$ cat src/rtl/dst_fetch_pkg.sv
// rtl/dst_fetch_pkg.sv - shared types and defaults for the destination byte fetch
//
// Purpose : state encoding plus default address width and MRDY timeout.
// Ports   : none (package).

package dst_fetch_pkg;

  localparam int DST_ADDR_W    = 20;
  localparam int DST_TO_CYCLES = 15;

  typedef enum logic [2:0] {
    S_IDLE  = 3'd0,
    S_REQ   = 3'd1,
    S_WAIT  = 3'd2,
    S_DRIVE = 3'd3,
    S_LOAD  = 3'd4,
    S_HOLD  = 3'd5,
    S_DONE  = 3'd6
  } dst_state_t;

endpackage

$ cat src/rtl/dst_wait_timer.sv
// rtl/dst_wait_timer.sv - MRDY wait counter with terminal-count flag
//
// Purpose : counts WAIT cycles that pass without MRDY.
// Ports   : i_clk    system clock
//           i_rst    synchronous active-high reset
//           i_clear  hold count at zero (asserted outside WAIT)
//           i_en     count one cycle
//           o_tc     count has reached TO_CYCLES

module dst_wait_timer
  import dst_fetch_pkg::*;
#(
  parameter int TO_CYCLES = DST_TO_CYCLES
) (
  input  logic i_clk,
  input  logic i_rst,
  input  logic i_clear,
  input  logic i_en,
  output logic o_tc
);

  localparam int CNT_W = $clog2(TO_CYCLES + 1);

  logic [CNT_W-1:0] r_cnt;

  // Saturates at the terminal value so the flag can never wrap back to zero.
  always_ff @(posedge i_clk) begin
    if (i_rst || i_clear) begin
      r_cnt <= '0;
    end else if (i_en && !o_tc) begin
      r_cnt <= r_cnt + CNT_W'(1);
    end
  end

  assign o_tc = (r_cnt == CNT_W'(TO_CYCLES));

endmodule

$ cat src/rtl/dst_fetch.sv
// rtl/dst_fetch.sv - fetches one destination byte from memory for the blitter
//
// Purpose : on DSTREQ, reads one byte over the memory bus, presents it on the
//           internal bus around an active-low load strobe, then acknowledges.
//           A read that waits too long for MRDY is aborted with a sticky ERR.
// Ports   : CLK, RESET           clock, synchronous active-high reset
//           DSTREQ, DSTADDR      fetch request and byte address
//           MREQ, MADDR          memory read request and address
//           MGNT, MRDY, MD       bus grant, data strobe, read data
//           ID, IDEN             internal bus byte and drive enable
//           LDDSTL               active-low destination register load
//           DSTACK, BUSY, ERR    completion pulse, busy, sticky timeout

module dst_fetch
  import dst_fetch_pkg::*;
#(
  parameter int ADDR_W    = DST_ADDR_W,
  parameter int TO_CYCLES = DST_TO_CYCLES
) (
  input  logic              CLK,
  input  logic              RESET,
  input  logic              DSTREQ,
  input  logic [ADDR_W-1:0] DSTADDR,
  output logic              MREQ,
  output logic [ADDR_W-1:0] MADDR,
  input  logic              MGNT,
  input  logic              MRDY,
  input  logic [7:0]        MD,
  output logic [7:0]        ID,
  output logic              IDEN,
  output logic              LDDSTL,
  output logic              DSTACK,
  output logic              BUSY,
  output logic              ERR
);

  dst_state_t        r_state;
  logic [ADDR_W-1:0] r_addr;
  logic [7:0]        r_data;
  logic              r_mreq;
  logic              r_iden;
  logic              r_lddstl;
  logic              r_dstack;
  logic              r_busy;
  logic              r_err;

  logic              w_tmr_clear;
  logic              w_tmr_en;
  logic              w_tmr_tc;

  // The count restarts every time WAIT is entered because it is held clear
  // in every other state.
  assign w_tmr_clear = (r_state != S_WAIT);
  assign w_tmr_en    = (r_state == S_WAIT) && !MRDY;

  dst_wait_timer #(
    .TO_CYCLES (TO_CYCLES)
  ) u_wait_timer (
    .i_clk   (CLK),
    .i_rst   (RESET),
    .i_clear (w_tmr_clear),
    .i_en    (w_tmr_en),
    .o_tc    (w_tmr_tc)
  );

  // Outputs are registered alongside the transition into the state that owns
  // them, so each output is already valid in the first cycle of that state.
  always_ff @(posedge CLK) begin
    if (RESET) begin
      r_state  <= S_IDLE;
      r_addr   <= '0;
      r_data   <= '0;
      r_mreq   <= 1'b0;
      r_iden   <= 1'b0;
      r_lddstl <= 1'b1;
      r_dstack <= 1'b0;
      r_busy   <= 1'b0;
      r_err    <= 1'b0;
    end else begin
      r_dstack <= 1'b0;
      case (r_state)
        S_IDLE: begin
          if (DSTREQ) begin
            r_addr  <= DSTADDR;
            r_err   <= 1'b0;
            r_mreq  <= 1'b1;
            r_busy  <= 1'b1;
            r_state <= S_REQ;
          end
        end
        S_REQ: begin
          if (MGNT) begin
            r_state <= S_WAIT;
          end
        end
        S_WAIT: begin
          // MRDY is tested first so data arriving on the terminal cycle wins.
          if (MRDY) begin
            r_data  <= MD;
            r_mreq  <= 1'b0;
            r_iden  <= 1'b1;
            r_state <= S_DRIVE;
          end else if (w_tmr_tc) begin
            r_err    <= 1'b1;
            r_mreq   <= 1'b0;
            r_dstack <= 1'b1;
            r_state  <= S_DONE;
          end
        end
        S_DRIVE: begin
          r_lddstl <= 1'b0;
          r_state  <= S_LOAD;
        end
        S_LOAD: begin
          r_lddstl <= 1'b1;
          r_state  <= S_HOLD;
        end
        S_HOLD: begin
          r_iden   <= 1'b0;
          r_dstack <= 1'b1;
          r_state  <= S_DONE;
        end
        S_DONE: begin
          r_busy  <= 1'b0;
          r_state <= S_IDLE;
        end
        default: begin
          r_state <= S_IDLE;
        end
      endcase
    end
  end

  assign MREQ   = r_mreq;
  assign MADDR  = r_addr;
  assign IDEN   = r_iden;
  assign ID     = r_iden ? r_data : 8'h00;
  assign LDDSTL = r_lddstl;
  assign DSTACK = r_dstack;
  assign BUSY   = r_busy;
  assign ERR    = r_err;

endmodule

$ cat config.mk
export PLATFORM = sky130hd
export DESIGN_NAME = dst_fetch
export DESIGN_NICKNAME = d
export VERILOG_FILES = /design/src/rtl/dst_fetch_pkg.sv /design/src/rtl/dst_wait_timer.sv /design/src/rtl/dst_fetch.sv
export SDC_FILE = /design/constraint.sdc
export NUM_CORES = 1
export LEC_CHECK = 0
export BUFFER_PORTS_ARGS = -buffer_cell sky130_fd_sc_hd__buf_4
export CAP_MARGIN = 20
export CORE_UTILIZATION = 51
export DETAILED_ROUTE_END_ITERATION = 10
export PLACE_DENSITY = 0.92
export SYNTH_ARGS = -nofsm -noshare
export SYNTH_HDL_FRONTEND = slang
export SYNTH_HIERARCHICAL = 1
export SYNTH_SLANG_ARGS = --single-unit
$ cat constraint.sdc
create_clock -name CLK -period 3.05 [get_ports CLK]
set_input_delay 0 -clock CLK [delete_from_list [all_inputs] [get_ports CLK]]
set_output_delay 0 -clock CLK [all_outputs]
set_load 0.01 [all_outputs]
* Word level (Yosys, flattened, before mapping)
Cells that the tools add are included.
Word-level totals: register bits 41, bits in latches 0, memory bits (writable) 0, bits in read-only memories 0, input bits 33, output and inout port bits 34, logic and storage cells 63, memories 0
Cells by class: add/subtract/negate cells 1, multiply operators 0, div/mod/pow operators 0, magnitude comparators 0, eq/ne operators 14, shifts and indexed selects 0, multiplexer cells 21, bitwise operators 0, reduce and logical (&&, ||, !) cells 17
Operators with widths (count):
- case mux 3 bit (6 select lines) | 1
- two-way mux 3 bit | 4
- case mux 1 bit (2 select lines) | 6
- equality test 3 bit (second input constant) | 3
- two-way mux 1 bit | 9
- two-way mux 8 bit | 1
- != test 2 bit (second input constant) | 4
- AND reduction 2 bit | 4
- nonzero test 2 bit | 4
- equality test 3 x 2 -> 1 bit (second input constant) | 2
- != test 3 x 2 -> 1 bit (second input constant) | 2
- AND reduction 3 bit | 2
- adder 4 x 1 -> 4 bit (second input constant) | 1
- equality test 4 bit (second input constant) | 1
- AND reduction 4 bit | 1
- equality test 3 x 1 -> 1 bit (second input constant) | 1
- zero test 3 bit | 1
- logical AND 1 bit | 2
- zero test 1 bit | 2
- != test 2 x 1 -> 1 bit (second input constant) | 1
- logical OR 1 bit | 1

* Depth between registers and ports, before layout
Gate-level depths: netlist of the first run.
depth after elaboration 4, depth in mapped cells 7

* Modules after synthesis
Netlist of the first run, hierarchy kept.
Modules (own cells, without submodules):
- dst_fetch | times used 1, cells each 179, area each 1452.6 um^2, sequential area each 740.7 um^2
- dst_wait_timer | times used 1, cells each 22, area each 211.5 um^2, sequential area each 80.1 um^2

* Worst setup path before layout of the first run
Ideal clock, no wire load.
kind reg2reg, start point register r_state[0], end point register u_wait_timer.r_cnt[3], setup time 125 ps, arrival time 1585 ps, path slack 1341 ps, stages on the path, launching flop included 8, path buffers 2, clock period less this slack 1709 ps, cell sequence dfxtp_1 -> buf_2 -> or3b_1 -> clkbuf_1 -> nor2_1 -> nand4_1 -> o211ai_2 -> o41ai_2
Between the ends: elaborated cells on any way between the ends 5
RTL lines:
- from (decl) | line dst_fetch.sv:37 | dst_state_t r_state;
- from (signal assigned) | line dst_fetch.sv:70 | r_state <= S_IDLE;
- from (signal assigned) | line dst_fetch.sv:88 | r_state <= S_REQ;
- from (signal assigned) | line dst_fetch.sv:93 | r_state <= S_WAIT;
- != test 3 x 2 -> 1 bit | line dst_fetch.sv:53 | assign w_tmr_clear = (r_state != S_WAIT);
- net w_tmr_clear | line dst_fetch.sv:47 | logic w_tmr_clear;
- logical OR 1 bit | line dst_wait_timer.sv:28 | if (i_rst || i_clear) begin
- to (signal assigned) | line dst_wait_timer.sv:31 | r_cnt <= r_cnt + CNT_W'(1);
- to (decl) | line dst_wait_timer.sv:24 | logic [CNT_W-1:0] r_cnt;
The timed path passes the listed nets, and every way through them passes these cells. A chain may end at the register's enable or synchronous reset.

* Final worst setup path of the first run
start point register r_state[1], end point register u_wait_timer.r_cnt[3]
Between the ends: word-level cells in the longest chain between the ends 3, elaborated cells on any way between the ends 5
Ends and longest elaborated chain:
- equality test 3 x 2 -> 1 bit | line dst_fetch.sv:54 | assign w_tmr_en = (r_state == S_WAIT) && !MRDY;
- logical AND 1 bit | line dst_fetch.sv:54
- net w_tmr_en | line dst_fetch.sv:48 | logic w_tmr_en;
- logical AND 1 bit | line dst_wait_timer.sv:30 | end else if (i_en && !o_tc) begin
The timed path passes the listed nets, and every way through them passes these cells.

==> results of run 1 <==
## power by group
group          total [mW]  switching (mW)  internal, mW
logic               0.200          0.0904         0.109
clock network       0.254           0.162        0.0921
registers           0.587          0.0226         0.565
## placed cells by master, fill, tap and decap left out, types with 2 or more instances in the layout
cell | Yosys | routed
clkbuf_1 | 6 | 3
clkbuf_4 | 0 | 5
dlygate4sd3_1 | 0 | 30
nand2_1 | 62 | 62
nand2b_1 | 2 | 2
nor2_1 | 8 | 8
o21ai_0 | 3 | 3
inv_1 | 2 | 2
dfxtp_1 | 41 | 41
a21oi_1 | 36 | 36
nand4b_1 | 2 | 2
o211ai_1 | 2 | 2
buf_4 | 0 | 67
and2_1 | 8 | 8
## registers in the layout (all words and copies together) (netlist names)
register / cells
ERR: 1
r_data: 8
LDDSTL: 1
BUSY: 1
MREQ: 1
MADDR: 20
u_wait_timer/r_cnt: 4
r_state: 3
IDEN: 1
DSTACK: 1
## kinds of logic (layout without fill, tap and decap cells)
family                     after synthesis  in the layout
AOI/OAI and AO/OA                       49             49
adders and majority gates                1              1
buffers and inverters                   17            108
DFF                                     41             41
and+or+nand+nor                         93             93
## worst paths after layout
check | cells after the start | slack (ns) | from | endpoint
hold reg to reg | 2 | 0.46 | r_data[1] | r_data[1]
setup reg to reg | 5 | 1.06 | r_state[1] | u_wait_timer/r_cnt[3]
hold / removal | 3 | 0.02 | DSTREQ | r_state[0]
setup / recovery | 5 | 1.06 | r_state[1] | u_wait_timer/r_cnt[3]
## metrics by stage
step	hold WS (ns)	total power, mW	instances
2_1_floorplan	0.0981	0.689	201
3_3_place_gp	0.248	0.759	298
3_5_place_dp	0.260	0.764	298
4_1_cts	0.0102	1.05	336
5_1_grt	0.00826	1.10	336
6_report	0.0211	1.04	336
## layout make-up
type,instances,share of cell area
clock buffer,8,0.0196
inverter,3,0.00452
multi-input combinational,143,0.302
sequential,41,0.330
tap,44,0.0221
timing repair buffer,97,0.323
## routing by layer
| metal | vias up | part of all wire |
|---|---|---|
| met5 | - | 0 |
| met4 | 0 | 0.019 |
| met3 | 8 | 0.060 |
| met2 | 68 | 0.54 |
| met1 | 766 | 0.39 |
| li1 | 845 | - |
## worst max-delay path: stages, from the launching register on
cell	delay, ns
dfxtp_1	0.55
or3b_1	0.48
nor2_1	0.32
nand4_1	0.22
o211ai_2	0.21
o41ai_2	0.09
## timing repair
action | CTS | global route
buffers inserted | 0 | 0
hold buffers | 30 | 0
hold endpoints to repair | 31 | 0
==> qor.csv, run 1 <==
stage,metric,value,unit
layout,multi_input_area,751,um2
layout,drive_above_1_share,0.274,
timing,hold_viol,0,
synthesis,yosys_warnings,6,
timing,slew_viol_final,0,
die,initial_core_util,0.541,
die,fp-row-count,20,
routing,drt_iter0_markers,102,
timing,post-route-period-util,0.654,
timing,fmax,501,MHz
power_and_ir_drop,peakVddDrop,0.283,mV
synthesis,synth_area,1660,um2
synthesis,synth_area_leaders,"dfxtp_1 (49%), nand2_1 (14%), a21oi_1 (11%)",
worst_setup_path,crit_type,flip-flop to flip-flop,
clock_tree,cts.sinks,41,
synthesis,yosys.area_share.xor_xnor,0,
routing,route.detailed.drc,0,
grt,antenna_found_initial,0,
power_and_ir_drop,p_leak,1.06,nW
layout,nFillCells,197,
routing,drt_wl_total,4320,um
clock_tree,cts_buffers,5,
synthesis,synth-compound-area-share,0.171,
routing,dr.pass1.iters,4,
synthesis,syn_avg_cell_area,8.28,um2
worst_setup_path,required,3.28,ns
worst_setup_path,end_kind,flip-flop,
hold_path,min_path_type,primary input to flip-flop,
synthesis,syn_nets,235,
worst_setup_path,critical_path_arrival,2.22,ns
grt,grt_use_met2,0.484,
layout,final_area,2490,um2
clock_tree,cts_tree,yes,
die,die_w,59.1,um
synthesis,ys_ff_latch,41,
place,gp_congestion,0.733,
synthesis,ys_types,34,
die,pin_count,67,
routing,antenna_left,0,
timing,setup_slack,1.06,ns
synthesis,yosys-mux-area-fraction,0,
place,io_buffers,66,
die,die_h,59.1,um
clock_tree,cts_resized,0,
worst_setup_path,crit_fanout,11,
timing,rsz0062_at_grt,no,
clock_tree,clk_latency,0.34,ns
routing,wl_per_cell,12.9,um
timing,tightest_slew,1.06,ns
synthesis,ys.flop_type,dfxtp_1,
clock_tree,path_clk_slew,0.11,ns
layout,fin_nets,325,
clock_tree,htreeDepth,2,
synthesis,synth_top_area_frac,0.493,
synthesis,synth_cells,201,
routing,vias,1687,
grt,met1_usage,0.283,
grt,grt_pass1_wl,6910,um
timing,finalSetupViolations,0,
place,placed_area,2140,um2
layout,seq_area,821,um2
grt,met3_usage,0.0742,
timing,fin_skew,0.00578,ns
outcome,outcome,"finished, final reports clean",
place,dp_hpwl,2450,um
grt,busiest_layer,met2,
timing,slew_headroom,0.293,
clock_tree,cts-root-buf,clkbuf_4,
worst_setup_path,worstSetupStartpointType,flip-flop,
timing,tns,0,ns
synthesis,synth-edff-count,0,
layout,area_delta_synth_final,49.6,%
grt,grt_max_degree,40,
synthesis,synth_fa_ha_area_frac,0.00752,
grt,grt_overflow_total,0,
die,fp.dieArea,3500,um2
synthesis,synth_top_family_by_area,simple AND/OR/NAND/NOR gates,
synthesis,synth-simple-area-share,0.272,
synthesis,yosysTopAreaCell,dfxtp_1,
grt,grt_pass1_vias,1567,
die,core,3080,um2
layout,fin_util,0.809,
grt,grt_usage,0.267,
synthesis,synth_common_cells,"nand2_1 (62), dfxtp_1 (41), a21oi_1 (36), and2_1 (8), nor2_1 (8)",
flow_run,cap_violations,0,
clock_tree,cts_buffer_depth,2,
timing,period_needed,1.99,ns
synthesis,ys_seq_area_frac,0.493,
synthesis,async_reset_ff_frac,0,
power_and_ir_drop,powerDensity,418,nW/um2
routing,routed_via_density,5.02,
synthesis,yosysMostFrequentCell,nand2_1,
layout,diodes,0,
place,place_ws,1.12,ns
No activity file was read; power rests on OpenSTA's default activity.
==> run 2: changes to the inputs <==
Settings changed: CORE_UTILIZATION 51 to 43, PLACE_DENSITY 0.92 to 0.83.
Clock period 3.05 ns to 1.8 ns, I/O delays scaled along.
==> run 2 against run 1 <==
  * Final cell count is 2.1% higher
  * Die area is 18% higher
  * Global-route usage is 5.4 points lower
  * Largest cell class is now buffers
==> qor.csv, run 2 (synthesis gave the netlist of run 1 again) <==
stage,metric,value,unit,change
grt,antenna_found_initial,0,,unchanged
routing,route.detailed.drc,0,,unchanged
flow_run,cap_violations,0,,unchanged
power_and_ir_drop,seqPwrFrac,0.514,,-0.050
layout,layout_commonest_cell,buf_4,,
power_and_ir_drop,p_clk_frac,0.305,,+0.061
worst_setup_path,max_stage_delay,0.45,ns,-0.10 ns
hold_path,min_path_type,primary input to flip-flop,,
outcome,outcome,"finished, final reports clean",,
timing,slew_headroom,0.717,,+0.425
clock_tree,clk_latency,0.28,ns,-0.06 ns
power_and_ir_drop,peakVddDrop,0.489,mV,+73%
grt,grt_pass1_wl,6910,um,+0.10%
layout,diodes,0,,unchanged
grt,grt_pass1_vias,1682,,+7.3%
clock_tree,path_clk_slew,0.07,ns,-0.04 ns
power_and_ir_drop,sw_frac_of_total,0.245,,-0.0189
timing,tightest_slew,0.421,ns,-0.635 ns
worst_setup_path,crit_type,flip-flop to flip-flop,,
routing,drt_wl_total,4130,um,-4.4%
clock_tree,cts_buffers,5,,unchanged
place,dp_hpwl,2610,um,+6.6%
clock_tree,cts-root-buf,clkbuf_8,,
die,core,3690,um2,+20%
timing,period_needed,1.61,ns,-0.389 ns
power_and_ir_drop,combPwrFrac,0.181,,-0.011
timing,finalSetupViolations,0,,unchanged
layout,multi_input_area,751,um2,unchanged
die,initial_core_util,0.451,,-0.0895
worst_setup_path,required,1.97,ns,-1.31 ns
clock_tree,htreeDepth,2,,unchanged
layout,nFillCells,307,,+56%
timing,hold_viol,0,,unchanged
die,pin_count,67,,unchanged
layout,final_cell_mix,"buf_4 (73), nand2_1 (62), dfxtp_1 (41)",,
power_and_ir_drop,switching_power,473,uW,+72%
clock_tree,cts_tree,yes,,
layout,area_delta_synth_final,53.7,%,
worst_setup_path,cp_slowest_cell,dfxtp_1,,
die,fp-row-count,22,,+10%
clock_tree,cts_buffer_depth,2,,unchanged
grt,grt_overflow_total,0,,unchanged
routing,drt_iter0_markers,69,,-32%
place,gp_congestion,0.805,,+9.9%
place,placed_area,2190,um2,+2.3%
routing,wl_per_cell,12.0,um,-6.3%
worst_setup_path,end_kind,flip-flop,,
die,die_w,64.2,um,+8.6%
routing,dr.pass1.iters,4,,unchanged
timing,fin_skew,0.00403,ns,-0.00175 ns
clock_tree,cts.sinks,41,,unchanged
layout,drive_above_1_share,0.295,,+0.0209
timing,tns,0,ns,unchanged
worst_setup_path,worstSetupStartpointType,flip-flop,,
routing,routed_via_density,4.84,,-3.6%
routing,antenna_left,0,,unchanged
grt,grt_usage,0.214,,-0.0536
worst_setup_path,worstPathCellList,or3b_1 > nor2_1 > nand4_1 > o211ai_2 > o41ai_2,,
worst_setup_path,critical_path_arrival,1.77,ns,-0.45 ns
layout,fin_nets,329,,+1.2%
layout,final_area,2560,um2,+2.7%
power_and_ir_drop,powerDensity,753,nW/um2,+80%
die,die_h,64.2,um,+8.6%
timing,fmax,623,MHz,+24%
timing,rsz0062_at_grt,no,,
worst_setup_path,crit_fanout,8,,-3
die,fp.dieArea,4120,um2,+18%
layout,seq_area,821,um2,unchanged
power_and_ir_drop,internal-power,1.45,mW,+90%
clock_tree,post-cts-setup-buffer-count,0,,unchanged
power_and_ir_drop,p_leak,1.10,nW,+3.8%
grt,grt_max_degree,40,,unchanged
timing,post-route-period-util,0.892,,+0.238
timing,slew_viol_final,0,,unchanged
place,io_buffers,66,,unchanged
clock_tree,cts_resized,0,,unchanged
layout,largest_reg_flops,20,,unchanged
routing,vias,1660,,-1.6%
==> run 2: cell count changes in the layout (fill, tap and decap cells not counted) <==
cell / delta
buf_4: +6
clkbuf_8: +6
clkbuf_4: -5
clkbuf_1: -2
dlygate4sd3_1: -2
==> run 2: critical path: cells and delay by family (launching register included) <==
kind             cells  cell delay, ns
AND/OR/NAND/NOR      3            0.77
AO/OA/AOI/OAI        2            0.27
flip-flops           1            0.45
==> run 2: cell type report <==
| type | instances | share of cell area |
|---|---|---|
| Timing Repair Buffer | 101 | 0.324 |
| Sequential cell | 41 | 0.321 |
| Multi-Input combinational cell | 143 | 0.294 |
| Clock buffer | 7 | 0.0338 |
| Tap cell | 48 | 0.0235 |
| Inverter | 3 | 0.00440 |
==> run 2: routing by layer <==
metal | routed length [um] | vias up | global-route usage | part of all wire
met5 | 0 | - | 0 | 0
met3 | 228 | 8 | 0.0571 | 0.055
met2 | 2100 | 58 | 0.404 | 0.51
met4 | 64 | 0 | 0.0667 | 0.016
li1 | - | 850 | - | -
met1 | 1730 | 744 | 0.227 | 0.42
==> run 2: final timing paths <==
check,cells after the start,end,slack [ns],startpoint
max,5,u_wait_timer/r_cnt[3],0.19,r_state[1]
min,4,r_state[0],0.01,MGNT
max reg2reg,5,u_wait_timer/r_cnt[3],0.19,r_state[1]
min reg2reg,2,r_data[4],0.45,r_data[4]
==> run 2: metrics by stage <==
stage	power [mW]	utilization	hold WS [ns]	std cells	setup slack [ns]
6_report	1.93	0.693	0.0130	343	0.194
5_1_grt	2.03	0.693	0.0251	343	0.0708
4_1_cts	1.94	0.693	0.00969	343	0.213
3_5_place_dp	1.31	0.594	0.256	308	0.232
3_3_place_gp	1.30	0.594	0.247	308	0.296
2_1_floorplan	1.17	-	0.0981	201	0.0907
==> run 2: power groups by stage <==
stage / logic (mW) / registers, mW / clock network [mW]
floorplan: 0.149 / 1.02 / 0
global placement: 0.293 / 1.01 / 0
detailed placement: 0.299 / 1.01 / 0
CTS: 0.348 / 0.991 / 0.602
global route: 0.384 / 0.996 / 0.648
finish: 0.349 / 0.991 / 0.587
==> run 2: what timing repair did <==
item                                   CTS  global route
setup endpoints to repair                0             0
hold buffers                            28             0
endpoints found under the hold margin   28             0
